$ cat src/rtl/cache_tag_ctrl.sv
// N-way set-associative tag controller: lookup, victim choice, refill handshake and tag write-back.
// Define CACHE_TAG_STATS_EN to add 32-bit hit/miss counters (hit_cnt, miss_cnt).
module cache_tag_ctrl #(
    parameter int N       = 2,
    parameter int LOG_N   = 1,
    parameter int H       = 64,
    parameter int LOG_H   = 6,
    parameter int TAG_LEN = 20
) (
    input  logic                 clk,
    input  logic                 resetn,
    input  logic                 req_valid,
    output logic                 req_ready,
    input  logic [LOG_H-1:0]     req_index,
    input  logic [TAG_LEN-1:0]   req_tag,
    output logic                 resp_valid,
    output logic                 resp_hit,
    output logic [LOG_N-1:0]     resp_way,
    output logic [LOG_H-1:0]     tr_addr,
    output logic [N-1:0]         tr_we,
    output logic [TAG_LEN-1:0]   tr_din,
    input  logic [N*TAG_LEN-1:0] tr_dout,
    output logic                 rf_req_valid,
    input  logic                 rf_req_ready,
    input  logic                 rf_done
`ifdef CACHE_TAG_STATS_EN
    ,
    output logic [31:0]          hit_cnt,
    output logic [31:0]          miss_cnt
`endif
);

    typedef enum logic [2:0] {
        IDLE,
        LOOKUP,
        REFILL_REQ,
        REFILL_WAIT,
        UPDATE,
        RESP
    } state_t;

    state_t               state_q, state_d;
    logic [LOG_H-1:0]     index_q, index_d;
    logic [TAG_LEN-1:0]   tag_q, tag_d;
    logic [LOG_N-1:0]     victim_q, victim_d;
    logic                 from_rr_q, from_rr_d;
    logic                 resp_hit_q, resp_hit_d;
    logic [LOG_N-1:0]     resp_way_q, resp_way_d;
    logic [LOG_N-1:0]     rr_q, rr_d;
    logic [N-1:0]         valid_q [H];
    logic [N-1:0]         valid_d [H];

    logic                 hit_any;
    logic [LOG_N-1:0]     hit_way;
    logic                 inv_any;
    logic [LOG_N-1:0]     inv_way;

`ifdef CACHE_TAG_STATS_EN
    logic [31:0]          hit_cnt_q, hit_cnt_d;
    logic [31:0]          miss_cnt_q, miss_cnt_d;
`endif

    always_ff @(posedge clk) begin
        if (!resetn) begin
            state_q    <= IDLE;
            index_q    <= '0;
            tag_q      <= '0;
            victim_q   <= '0;
            from_rr_q  <= 1'b0;
            resp_hit_q <= 1'b0;
            resp_way_q <= '0;
            rr_q       <= '0;
            for (int i = 0; i < H; i++) begin
                valid_q[i] <= '0;
            end
`ifdef CACHE_TAG_STATS_EN
            hit_cnt_q  <= '0;
            miss_cnt_q <= '0;
`endif
        end else begin
            state_q    <= state_d;
            index_q    <= index_d;
            tag_q      <= tag_d;
            victim_q   <= victim_d;
            from_rr_q  <= from_rr_d;
            resp_hit_q <= resp_hit_d;
            resp_way_q <= resp_way_d;
            rr_q       <= rr_d;
            valid_q    <= valid_d;
`ifdef CACHE_TAG_STATS_EN
            hit_cnt_q  <= hit_cnt_d;
            miss_cnt_q <= miss_cnt_d;
`endif
        end
    end

    // Scan downward so the lowest-numbered matching / invalid way wins.
    always_comb begin
        hit_any = 1'b0;
        hit_way = '0;
        inv_any = 1'b0;
        inv_way = '0;
        for (int j = N - 1; j >= 0; j--) begin
            if (valid_q[index_q][j] && (tr_dout[j*TAG_LEN +: TAG_LEN] == tag_q)) begin
                hit_any = 1'b1;
                hit_way = LOG_N'(j);
            end
            if (!valid_q[index_q][j]) begin
                inv_any = 1'b1;
                inv_way = LOG_N'(j);
            end
        end
    end

    always_comb begin
        state_d = state_q;
        case (state_q)
            IDLE:        if (req_valid)    state_d = LOOKUP;
            LOOKUP:      state_d = hit_any ? RESP : REFILL_REQ;
            REFILL_REQ:  if (rf_req_ready) state_d = REFILL_WAIT;
            REFILL_WAIT: if (rf_done)      state_d = UPDATE;
            UPDATE:      state_d = RESP;
            RESP:        state_d = IDLE;
            default:     state_d = IDLE;
        endcase
    end

    always_comb begin
        index_d    = index_q;
        tag_d      = tag_q;
        victim_d   = victim_q;
        from_rr_d  = from_rr_q;
        resp_hit_d = resp_hit_q;
        resp_way_d = resp_way_q;
        rr_d       = rr_q;
        valid_d    = valid_q;
`ifdef CACHE_TAG_STATS_EN
        hit_cnt_d  = hit_cnt_q;
        miss_cnt_d = miss_cnt_q;
`endif
        case (state_q)
            IDLE: begin
                if (req_valid) begin
                    index_d = req_index;
                    tag_d   = req_tag;
                end
            end
            LOOKUP: begin
                if (hit_any) begin
                    resp_hit_d = 1'b1;
                    resp_way_d = hit_way;
                end else begin
                    victim_d  = inv_any ? inv_way : rr_q;
                    from_rr_d = !inv_any;
                end
            end
            UPDATE: begin
                valid_d[index_q][victim_q] = 1'b1;
                resp_hit_d = 1'b0;
                resp_way_d = victim_q;
                if (from_rr_q) begin
                    rr_d = (rr_q == LOG_N'(N - 1)) ? '0 : rr_q + LOG_N'(1);
                end
            end
            RESP: begin
`ifdef CACHE_TAG_STATS_EN
                if (resp_hit_q) hit_cnt_d  = hit_cnt_q + 32'd1;
                else            miss_cnt_d = miss_cnt_q + 32'd1;
`endif
            end
            default: ;
        endcase
    end

    always_comb begin
        req_ready    = (state_q == IDLE) && resetn;
        resp_valid   = (state_q == RESP);
        resp_hit     = resp_hit_q;
        resp_way     = resp_way_q;
        tr_addr      = (state_q == IDLE) ? req_index : index_q;
        tr_we        = (state_q == UPDATE) ? (N'(1) << victim_q) : '0;
        tr_din       = tag_q;
        rf_req_valid = (state_q == REFILL_REQ);
    end

`ifdef CACHE_TAG_STATS_EN
    assign hit_cnt  = hit_cnt_q;
    assign miss_cnt = miss_cnt_q;
`endif

endmodule

$ cat config.mk
export PLATFORM = sky130hd
export DESIGN_NAME = cache_tag_ctrl
export DESIGN_NICKNAME = d
export VERILOG_FILES = /design/src/rtl/cache_tag_ctrl.sv
export SDC_FILE = /design/constraint.sdc
export NUM_CORES = 1
export LEC_CHECK = 0
export CAP_MARGIN = 20
export CELL_PAD_IN_SITES_DETAIL_PLACEMENT = 2
export CELL_PAD_IN_SITES_GLOBAL_PLACEMENT = 2
export CORE_ASPECT_RATIO = 1.2
export CORE_MARGIN = 4
export CORE_UTILIZATION = 25
export CTS_BUF_LIST = sky130_fd_sc_hd__clkbuf_4
export CTS_CLUSTER_SIZE = 16
export DETAILED_ROUTE_END_ITERATION = 7
export HOLD_SLACK_MARGIN = 0.02
export PLACE_DENSITY = 0.62
export SETUP_SLACK_MARGIN = 0.2
export SLEW_MARGIN = 10
export SYNTH_ARGS = -nofsm -noshare
export SYNTH_HDL_FRONTEND = slang
export SYNTH_SLANG_ARGS = --single-unit
$ cat constraint.sdc
create_clock -name clk -period 2.5 [get_ports clk]
set_input_delay 0.75 -clock clk [delete_from_list [all_inputs] [get_ports clk]]
set_output_delay 0.75 -clock clk [all_outputs]
set_load 0.01 [all_outputs]
# Word-level counts from Yosys, hierarchy flattened
# Cells that the tools add are included.
[word_totals] ff_bits=162 out_inout_bits=33
[classes] add_sub_neg=1 n_lt_le_gt_ge=4 n_eq_ne=11 shift=1 n_mux=26 bitwise_logic=3 n_reduce_logical=13
[op_table] op="$or A128 B128 Y128" count=1
[op_table] op="$eq A20 B20 Y1" count=2
[op_table] op="$pmux W3 S5" count=1
[op_table] op="$bmux W2 S6" count=1
[op_table] op="$demux W2 S6" count=1
[op_table] op="$mux W3" count=4
[op_table] op="$mux W1" count=11
[op_table] op="$mux W2" count=4
[op_table] op="$reduce_and A2 Y1" count=4
[op_table] op="$ge A7 B7 Y1 const B" count=1
[op_table] op="$lt A7 B1 Y1 const B" count=1
[op_table] op="$not A6 Y7" count=1
[op_table] op="$eq A3 B2 Y1 const B" count=2
[op_table] op="$eq A3 B3 Y1 const B" count=2
[op_table] op="$mux W6" count=1
[op_table] op="$ne A2 B2 Y1 const B" count=3
[op_table] op="$logic_and A1 B1 Y1" count=5
[op_table] op="$pmux W1 S2" count=2
[op_table] op="$eq A3 B1 Y1 const B" count=1
[op_table] op="$logic_not A3 Y1" count=1
[op_table] op="$reduce_and A3 Y1" count=1
[op_table] op="$lt A1 B2 Y1 const B" count=1
[op_table] op="$ne A2 B1 Y1 const B" count=1
[op_table] op="$reduce_bool A2 Y1" count=1
[op_table] op="other kinds (6)" count=6

# Longest topological paths before layout
# Gate-level depths: netlist of run 1.
[logic_depth] depth_word=9 mapped_depth=10 depth_no_buf=7

# Worst setup path after synthesis of run 1
# OpenSTA, ideal clock, no wires.
[synth_path] path_type="register to register" startpoint="register index_q[0]" endpoint="register resp_hit_q (netlist: resp_hit)" setup_ns=0.115 arrival_ns=2.212 t_required_ns=2.385 setup_slack_ns=0.174 stages_incl_launch_ff=9 cell_sequence="dfxtp_1 > buf_6 > mux4_1 > mux2i_1 > nor2_1 > or3_4 > o31ai_4 > a21oi_1 > o21a_1"
[synth_between] elab_chain_len=9
[synth_rtl] element="start, declared" line="43" rtl="logic [LOG_H-1:0] index_q, index_d;"
[synth_rtl] element="start signal, assigned" line="82" rtl="index_q <= index_d;"
[synth_rtl] element="$not A6 Y7 (implied by the code) *" line="104" rtl="if (valid_q[index_q][j] && (tr_dout[j*TAG_LEN +: TAG_LEN] == tag_q)) begin"
[synth_rtl] element="$bmux W2 S6 *" line="104"
[synth_rtl] element="$mux W2 (implied by the code) * (2 in a row)" line="104"
[synth_rtl] element="$logic_and A1 B1 Y1" line="104"
[synth_rtl] element="$mux W1" line="104"
[synth_rtl] element="$mux W1 *" line="104"
[synth_rtl] element="$ne A2 B2 Y1 (no source line) *"
[synth_rtl] element="$reduce_and A2 Y1 (no source line) *"
[synth_rtl] element="end signal, assigned" line="86" rtl="resp_hit_q <= resp_hit_d;"
[synth_rtl] element="end, declared" line="47" rtl="logic resp_hit_q, resp_hit_d;"
# Every way passes the cells marked *; elsewhere a longest branch is shown, timed or not. The select of a mux whose other input is x is not followed.
# A chain may end at the register's enable or synchronous reset.

# Final worst setup path of run 1
[layout_path] startpoint="register state_q[0]" endpoint="output tr_addr[5]"
[layout_between] elab_chain_len=2
[layout_rtl] element="start, declared" line="42" rtl="state_t state_q, state_d;"
[layout_rtl] element="start signal, assigned" line="81" rtl="state_q <= state_d;"
[layout_rtl] element="$logic_not A3 Y1" line="180" rtl="tr_addr = (state_q == IDLE) ? req_index : index_q;"
[layout_rtl] element="$mux W6" line="180"
[layout_rtl] element="end, declared" line="19" rtl="output logic [LOG_H-1:0] tr_addr,"
# Every way passes these cells.

==> results.sh, run 1 <==
export IMPL_finalHoldViolCount=0
export IMPL_drt_iter0_drc=292
export IMPL_fin_nets=1031
export IMPL_dr_pass1_iters=8
export IMPL_final_common_cell="a21oi_1"
export IMPL_finalSetupViolCount=9
export IMPL_nFillCells=3097
export IMPL_timing_fmax_mhz=381
export IMPL_r2r_slack_ns=-0.02
export IMPL_synth_cell_area_sq_um=7090
export IMPL_fin_worst_skew_ns=0.0146
export IMPL_synth_top_area_frac=0.457
export IMPL_syn2layout_area_growth_pct=38.3
export IMPL_path_clk_slew_ns=0.14
export IMPL_synthFlopType="dfxtp_1"
export IMPL_fp_dieH_microns=193
export IMPL_htreeDepth=4
export IMPL_multi_input_area_sq_um=3730
export IMPL_yosysSeqAreaShare=0.457
export IMPL_seq_area_sq_um=3320
export IMPL_antenna_found_initial=1
export IMPL_grt_total_usage=0.166
export IMPL_leakagePower_nw=3.69
export IMPL_final_area_sq_um=9810
export IMPL_post_route_util=0.352
export IMPL_setup_tns_ns=-0.642
export IMPL_cts_made_buffers=17
export IMPL_via_per_inst=4.78
export IMPL_p_total_w=0.00547
export IMPL_yosys_area_top_type="dfxtp_1"
export IMPL_critPathLaunchType="flop"
export IMPL_async_flop_share=0
export IMPL_dpl_hpwl_microns=18400
export IMPL_cts_root_buffer="clkbuf_4"
export IMPL_grt_pass1_vias=6868
export IMPL_hold_path_class="flop to flop"
export IMPL_ys_ff_latch=162
export IMPL_ys_types=53
export IMPL_worstMarginPinSlew_ns=0.590
export IMPL_synth_avg_cell_area_sq_um=8.81
export IMPL_status="finished, violations left"
export IMPL_clk_path_buf_depth=2
export IMPL_maxSlewViolCount=0
export IMPL_drc_errors=0
export IMPL_max_slew_margin=0.605
export IMPL_grt_overflow=0
export IMPL_drive_above_1_share=0.234
export IMPL_crit_slowest_cell="dfxtp_4"
export IMPL_worstSetupPathType="flop to primary output"
export IMPL_synth_edf_count=0
export IMPL_critPathMaxStageDelay_ns=0.39
export IMPL_cts_tree="built"
export IMPL_portBuffers=103
export IMPL_worstPathRequired_ns=1.75
export IMPL_wl_microns=26200
export IMPL_routedWlPerCell_microns=19.4
export IMPL_end_kind="primary output"
export IMPL_num_rows=67
export IMPL_fin_crit_sh=1.05
export IMPL_ys_top_cells_by_area="dfxtp_1, a21oi_1, nor2_1, mux4_2, nand2_1"
export IMPL_worstPathCellList="nor3_4, buf_6, buf_6, mux2_4, buf_6"
export IMPL_setup_slack_ns=-0.124
export IMPL_reg2regPathDepth=11
export IMPL_gp_congestion=0.749
export IMPL_num_vias=6473
export IMPL_fin_crit_ns=2.62
export IMPL_syn_nets=876
export IMPL_cp_arrival_ns=1.87
export IMPL_p_per_area_nw_per_um2=557
export IMPL_crit_start="state_q[0]$_SDFFE_PN0P_"
export IMPL_grt_pass1_wl_microns=40300
export IMPL_violations="negative setup slack"
export IMPL_critical_path_most_common_cell="buf_6"
export IMPL_r2r_end="from_rr_q$_SDFFE_PN0P_"
export IMPL_ant_nets=0
export IMPL_grt_setup_unrepaired="yes"
export IMPL_start_util=0.254
export IMPL_place_ws_ns=-0.292
export IMPL_yosysWarnings=0
export IMPL_die_x_microns=162
export IMPL_crit_end="tr_addr[5]"
export IMPL_place_area_sq_um=8990
export IMPL_max_cap_viol_count=0
export IMPL_cts_sinks=162
export IMPL_grt_max_degree=48
export IMPL_final_cell_mix="a21oi_1, nor2_1, dfxtp_1, buf_4, clkdlybuf4s50_1"
export IMPL_vdd_ir_drop_max_v=0.000243
export IMPL_ioPinCount=104
export IMPL_worstSkewPairLatency_ns=0.58
export IMPL_worstPathMaxFanout=6
export IMPL_dieArea_sq_um=31100
export IMPL_coreArea_sq_um=27900
export IMPL_r2r_start="index_q[0]$_SDFFE_PN0P_"
export IMPL_syn_inst=805
## power breakdown
part	leakage (nW)	internal (W)	switching, W
sequential	1.32	0.00262	0.0000666
clock	0.175	0.000886	0.000969
combinational	2.19	0.000482	0.000448
## how the worst min path moves through the flow
stage	start	end	slack, ns	depth (start not counted)
final	valid_q[89]$_SDFFE_PN0N_	valid_q[89]$_SDFFE_PN0N_	0.48	2
after global routing	valid_q[48]$_SDFFE_PN0N_	valid_q[48]$_SDFFE_PN0N_	0.50	2
after detailed placement	valid_q[85]$_SDFFE_PN0N_	valid_q[85]$_SDFFE_PN0N_	0.45	2
after global placement	valid_q[96]$_SDFFE_PN0N_	valid_q[96]$_SDFFE_PN0N_	0.44	2
after floorplan	valid_q[100]$_SDFFE_PN0N_	valid_q[100]$_SDFFE_PN0N_	0.43	2
after CTS	valid_q[71]$_SDFFE_PN0N_	valid_q[71]$_SDFFE_PN0N_	0.49	2
## what timing repair did
| item | 4_1_cts | 5_1_grt |
|---|---|---|
| hold buffers | 0 | 0 |
| gates cloned | 1 | 1 |
| pin swaps | 14 | 14 |
| gates resized for setup | 161 | 14 |
| setup endpoints to repair | 40 | 26 |
| buffers inserted | 15 | 3 |
| hold endpoints to repair | 0 | 0 |
## metal layers
layer  part of all wire  GRT usage  up-vias
li1                   -          -     3107
met1               0.45      0.205     3224
met2               0.50      0.300      127
met3              0.040     0.0316       15
met4             0.0093     0.0381        0
met5                  0          0        -
## registers in the layout, indices dropped and copies added (netlist names)
register and count:
index_q 6, victim_q 1, valid_q 128, resp_hit 1
tr_din 20, from_rr_q 1, resp_way 1, rr_q 1
state_q 3
## layout make-up
type,instances,share of cell area
diodes,1,0.000255
clock buffers,17,0.0130
clock inverters,15,0.0218
inverters,5,0.00268
multi-input cells,575,0.380
flip-flops and latches,162,0.339
well taps,379,0.0483
repair buffers,199,0.195
## Yosys cell counts, types with 2 or more instances
cell type and count:
a22oi_1 4, nor3_1 15, nand3b_1 6, o21a_1 4, o22ai_1 2, nor3b_1 3, nor4_1 5, xnor2_1 20
mux4_1 9, a22o_1 2, and3b_1 3, inv_1 4, nor2b_1 8, mux4_2 13, buf_6 3, o31ai_1 2
mux2_2 8, buf_2 11, and3_1 4, nand4_1 5, xor2_1 21, o21ai_0 2, a2bb2oi_1 2, nor2_1 146
nand2_1 67, and2_1 9, o211ai_1 2, dfxtp_1 162, o32ai_1 2, a21oi_1 163, nand3_1 9, clkbuf_1 48
mux2i_1 21
## critical path: cells and delay by family, from the launching register on
family / cells / cell delay [ns]
AND/OR/NAND/NOR: 1 / 0.20
multiplexers: 1 / 0.29
flip-flops: 1 / 0.39
buffers and inverters: 3 / 0.42
## kinds of logic (layout without fill, tap and decap cells)
kind of cell	count (synthesis)	after routing	share of synthesized area
simple gates	288	288	0.180
compound gates	195	195	0.154
flops	162	162	0.457
buf+inv	68	236	0.0411
mux	51	51	0.117
xor+xnor	41	41	0.0506
other cells	0	1	0
## metrics by stage
step                      hold slack, ns  std cells
final                              0.484       1353
after global routing               0.504       1353
after CTS                          0.487       1348
after detailed placement           0.451       1300
after global placement             0.441       1300
after floorplan                    0.428        805
No activity file was read; power rests on OpenSTA's default activity.
==> run 2: changes to the inputs <==
Settings changed: CORE_UTILIZATION 25 to 23, CTS_BUF_LIST sky130_fd_sc_hd__clkbuf_4 to sky130_fd_sc_hd__clkbuf_2, PLACE_DENSITY 0.62 to 0.57.
==> run 2 against run 1 <==
Net effect:
- the flow still finishes with violations (negative setup slack)
- worst hold slack lost 0.045 ns
- highest routed layer unchanged
- worst setup slack lost 0.20 ns
- clock power shrank 18%
- clock-buffer cell count is the same
- sequential power is essentially flat
- die area grew 8.3%
- first-iteration DRC count shrank 1.4%
- final cell count grew 4.1%
- via count grew 1.5%
- sequential share of layout area shrank 0.74 points
- largest power group unchanged
- power shrank 4.6%
- critical path depth is the same
==> results.sh, run 2 (synthesized netlist as in run 1, its figures left out) <==
export IMPL_crit_slowest_cell="dfxtp_4"
export IMPL_portBuffers=103
export IMPL_cts_tree="built"
export IMPL_fin_crit_ns=2.82
export IMPL_multi_input_area_sq_um=3790
export IMPL_worstSetupPathType="flop to primary output"
export IMPL_violations="negative setup slack"
export IMPL_cts_hold_buffers=0
export IMPL_hp_start="req_tag[10]"
export IMPL_largest_reg_flops=128
export IMPL_leakagePower_nw=3.83
export IMPL_grt_total_usage=0.166
export IMPL_r2r_slack_ns=-0.08
export IMPL_drc_errors=0
export IMPL_crit_start="state_q[2]$_SDFFE_PN0P_"
export IMPL_grt_pass1_wl_microns=43100
export IMPL_cts_sinks=162
export IMPL_worstPathCellList="nor3_2, buf_4, buf_4, mux2_2, buf_6"
export IMPL_final_cell_mix="a21oi_1, nor2_1, dfxtp_1, buf_4, clkdlybuf4s50_1"
export IMPL_timing_fmax_mhz=355
export IMPL_ioPinCount=104
export IMPL_fp_dieH_microns=200
export IMPL_critPathMaxStageDelay_ns=0.41
export IMPL_post_route_util=0.331
export IMPL_whs_endpoint="tr_din[10]$_SDFFE_PN0P_"
export IMPL_cts_root_buffer="clkbuf_2"
export IMPL_whs_path_depth=3
export IMPL_critPathLaunchType="flop"
export IMPL_worstMarginPinSlew_ns=0.609
export IMPL_max_slew_margin=0.594
export IMPL_worstPathMaxFanout=5
export IMPL_dpl_hpwl_microns=19400
export IMPL_num_rows=70
export IMPL_gp_congestion=0.728
export IMPL_fin_nets=1069
export IMPL_worstPathRequired_ns=1.75
export IMPL_routedWlPerCell_microns=19.9
export IMPL_grt_overflow=0
export IMPL_place_ws_ns=-0.304
export IMPL_end_kind="primary output"
export IMPL_max_cap_viol_count=0
export IMPL_p_total_w=0.00522
export IMPL_fin_crit_sh=1.13
export IMPL_seq_area_sq_um=3340
export IMPL_maxSlewViolCount=0
export IMPL_finalHoldViolCount=0
export IMPL_cts_made_buffers=17
export IMPL_path_clk_slew_ns=0.27
export IMPL_hold_path_class="input port to flop"
export IMPL_reg2regPathDepth=9
export IMPL_final_common_cell="a21oi_1"
export IMPL_syn2layout_area_growth_pct=42.3
export IMPL_critical_path_most_common_cell="buf_4"
export IMPL_clk_path_buf_depth=2
export IMPL_finalSetupViolCount=14
export IMPL_top_register="valid_q"
export IMPL_drive_above_1_share=0.293
export IMPL_nFillCells=3434
export IMPL_via_per_inst=4.66
export IMPL_cp_arrival_ns=2.07
export IMPL_num_vias=6571
export IMPL_status="finished, violations left"
export IMPL_antenna_found_initial=2
export IMPL_grt_setup_unrepaired="yes"
export IMPL_setup_slack_ns=-0.319
export IMPL_fin_worst_skew_ns=0.0430
export IMPL_start_util=0.233
export IMPL_grt_pass1_vias=7114
export IMPL_grt_max_degree=51
export IMPL_r2r_start="index_q[4]$_SDFFE_PN0P_"
export IMPL_htreeDepth=4
export IMPL_ant_nets=0
export IMPL_whs_ns=0.439
export IMPL_r2r_end="from_rr_q$_SDFFE_PN0P_"
export IMPL_cp_top_family="flip-flops"
export IMPL_coreArea_sq_um=30500
export IMPL_worstSkewPairLatency_ns=0.80
export IMPL_dieArea_sq_um=33700
export IMPL_p_per_area_nw_per_um2=517
export IMPL_vdd_ir_drop_max_v=0.000198
export IMPL_drt_iter0_drc=288
export IMPL_cp_buffers_inverters=3
export IMPL_wl_microns=28100
export IMPL_dr_pass1_iters=5
export IMPL_die_x_microns=168
run 2: timing repair:
| item | in CTS | in global routing |
|---|---|---|
| pin swaps | 14 | 15 |
| endpoints found under the setup margin | 40 | 22 |
| hold endpoints to repair | 0 | 0 |
| buffers inserted | 39 | 12 |
| resized for setup | 212 | 48 |
run 2: per-layer routing:
| layer | vias up | GRT usage | part of all wire |
|---|---|---|---|
| met5 | - | 0 | 0 |
| met4 | 0 | 0.0400 | 0.0097 |
| met3 | 20 | 0.0316 | 0.040 |
| met2 | 120 | 0.285 | 0.50 |
| met1 | 3264 | 0.214 | 0.45 |
| li1 | 3167 | - | - |
run 2: cell type report:
cell class,instances,area share
well taps,396,0.0491
inverters,5,0.00298
flip-flops and latches,162,0.331
repair buffers,237,0.216
clock buffers,17,0.00843
clock inverters,15,0.0157
multi-input cells,575,0.376
diodes,2,0.000496
run 2: worst max path at each step:
| stage | cells after the start | slack (ns) | endpoint |
|---|---|---|---|
| after CTS | 5 | -0.45 | tr_addr[0] |
| after floorplan | 9 | 0.21 | resp_hit$_SDFFE_PN0P_ |
| after global routing | 5 | -0.48 | tr_addr[0] |
| final | 5 | -0.32 | tr_addr[1] |
| after global placement | 8 | -0.28 | resp_way$_SDFFE_PN0P_ |
| after detailed placement | 8 | -0.30 | resp_way$_SDFFE_PN0P_ |
run 2: metrics by stage:
step                      area, sq um  cells  TNS, ns
after floorplan                  7100    805        0
after global placement           9070   1324    -2.81
after detailed placement         9070   1324    -3.10
after CTS                        9840   1395    -3.77
after global routing            10100   1409    -4.66
final                           10100   1409    -2.50
run 2: worst reg2reg max path: cells and delay by family (launching register included):
family                 cells  cell delay, ns
DFF                        1            0.42
AOI/OAI and AO/OA          3            0.58
and+or+nand+nor            2            0.53
muxes                      2            0.71
buffers and inverters      2            0.30
run 2: report_power, final:
group | leakage, nW | switching, W | internal, W
registers | 1.33 | 0.0000377 | 0.00262
clock network | 0.144 | 0.00104 | 0.000471
logic | 2.36 | 0.000517 | 0.000531
==> run 3: changes to the inputs <==
Settings changed: CTS_BUF_LIST sky130_fd_sc_hd__clkbuf_2 to sky130_fd_sc_hd__clkbuf_4.
==> run 3 against run 2 <==
Net effect:
- the run still ends with negative setup slack left
- largest cell class unchanged
- clock power rose by 8%
- global-route usage is 0.36 points lower
- register-to-register slack gained 0.08 ns
- die area is the same
- power increased by 1.8%
==> results.sh, run 3 (synthesized netlist as in run 1, its figures left out) <==
export IMPL_drive_above_1_share=0.265
export IMPL_clk_path_buf_depth=2
export IMPL_final_cell_mix="a21oi_1, nor2_1, dfxtp_1, buf_4, clkdlybuf4s50_1"
export IMPL_max_slew_margin=0.465
export IMPL_wl_microns=27600
export IMPL_dieArea_sq_um=33700
export IMPL_cts_root_buffer="clkbuf_4"
export IMPL_whs_path_depth=2
export IMPL_num_rows=70
export IMPL_routedWlPerCell_microns=19.8
export IMPL_finalSetupViolCount=7
export IMPL_cts_made_buffers=17
export IMPL_worstSkewPairLatency_ns=0.60
export IMPL_antenna_found_initial=2
export IMPL_cts_hold_buffers=0
export IMPL_hold_path_class="flop to flop"
export IMPL_grt_setup_unrepaired="yes"
export IMPL_coreArea_sq_um=30500
export IMPL_finalHoldViolCount=0
export IMPL_hp_start="valid_q[5]$_SDFFE_PN0N_"
export IMPL_whs_endpoint="valid_q[5]$_SDFFE_PN0N_"
export IMPL_violations="negative setup slack"
export IMPL_grt_pass1_vias=7022
export IMPL_crit_start="state_q[2]$_SDFFE_PN0P_"
export IMPL_worstSetupPathType="flop to primary output"
export IMPL_drc_errors=0
export IMPL_seq_area_sq_um=3330
export IMPL_grt_total_usage=0.162
export IMPL_dr_pass1_iters=4
export IMPL_status="finished, violations left"
export IMPL_worstPathRequired_ns=1.75
export IMPL_p_per_area_nw_per_um2=528
export IMPL_maxSlewViolCount=0
export IMPL_dpl_hpwl_microns=19400
export IMPL_cts_sinks=162
export IMPL_timing_fmax_mhz=377
export IMPL_fin_worst_skew_ns=0.0261
export IMPL_fin_crit_sh=1.06
export IMPL_grt_max_degree=51
export IMPL_syn2layout_area_growth_pct=41.7
export IMPL_fp_dieH_microns=200
export IMPL_grt_pass1_wl_microns=42200
export IMPL_setup_tns_ns=-0.856
export IMPL_leakagePower_nw=3.82
export IMPL_ant_nets=0
export IMPL_vdd_ir_drop_max_v=0.000211
export IMPL_top_register="valid_q"
export IMPL_via_per_inst=4.70
export IMPL_drt_iter0_drc=306
export IMPL_worstPathMaxFanout=6
export IMPL_cp_arrival_ns=1.90
export IMPL_gp_congestion=0.728
export IMPL_whs_ns=0.481
export IMPL_place_ws_ns=-0.304
export IMPL_end_kind="primary output"
export IMPL_die_x_microns=168
export IMPL_multi_input_area_sq_um=3790
export IMPL_start_util=0.233
export IMPL_path_clk_slew_ns=0.13
export IMPL_r2r_start="index_q[0]$_SDFFE_PN0P_"
export IMPL_largest_reg_flops=128
export IMPL_final_common_cell="a21oi_1"
export IMPL_critPathLaunchType="flop"
export IMPL_worstMarginPinSlew_ns=0.800
export IMPL_grt_overflow=0
export IMPL_htreeDepth=4
export IMPL_r2r_end="from_rr_q$_SDFFE_PN0P_"
export IMPL_reg2regPathDepth=9
export IMPL_fin_nets=1054
export IMPL_max_cap_viol_count=0
export IMPL_setup_slack_ns=-0.155
export IMPL_cts_tree="built"
export IMPL_ioPinCount=104
export IMPL_portBuffers=103
export IMPL_nFillCells=3450
export IMPL_fin_crit_ns=2.65
export IMPL_num_vias=6556
export IMPL_r2r_slack_ns=0
[run 3: layout make-up]
| cell class | instances | share of cell area |
|---|---|---|
| Antenna cell | 2 | 0.000498 |
| Clock buffer | 17 | 0.0127 |
| Clock inverter | 15 | 0.0158 |
| Inverter | 5 | 0.00274 |
| Multi-Input combinational cell | 575 | 0.377 |
| Sequential cell | 162 | 0.332 |
| Tap cell | 396 | 0.0493 |
| Timing Repair Buffer | 222 | 0.210 |
[run 3: per-layer routing]
| metal | wire, microns | GRT usage |
|---|---|---|
| met1 | 12800 | 0.207 |
| met2 | 13700 | 0.278 |
| met3 | 946 | 0.0332 |
| met4 | 246 | 0.0409 |
| met5 | 0 | 0 |
[run 3: metrics by stage]
stage	cells	util	power, W	area, sq um
2_1_floorplan	805	-	0.00311	7100
3_3_place_gp	1324	0.297	0.00360	9070
3_5_place_dp	1324	0.297	0.00361	9070
4_1_cts	1378	0.320	0.00537	9760
5_1_grt	1394	0.330	0.00560	10100
6_report	1394	0.330	0.00531	10100
[run 3: worst max path at each step]
| stage | end | slack (ns) |
|---|---|---|
| 3_3_place_gp | resp_way$_SDFFE_PN0P_ | -0.28 |
| 4_1_cts | tr_addr[0] | -0.21 |
| 2_1_floorplan | resp_hit$_SDFFE_PN0P_ | 0.21 |
| 3_5_place_dp | resp_way$_SDFFE_PN0P_ | -0.30 |
| 5_1_grt | tr_addr[0] | -0.29 |
| 6_report | tr_addr[1] | -0.15 |
[run 3: timing repair]
action                                  4_1_cts  5_1_grt
gates resized for setup                     164       50
setup buffers                                22       13
endpoints found under the setup margin       40       18
pin swaps                                    18       11
cloned                                        0        1
[run 3: where the power goes]
part / internal (W) / total, W / switching, W
logic: 0.000521 / 0.00101 / 0.000485
registers: 0.00262 / 0.00268 / 0.0000592
clock network: 0.000602 / 0.00163 / 0.00103
total: 0.00374 / 0.00531 / 0.00157
[run 3: critical path: stages (launching register included)]
cell and delay, ns:
dfxtp_4 0.38, nor3_2 0.19, buf_4 0.18, buf_4 0.11, mux2_2 0.32, buf_6 0.12
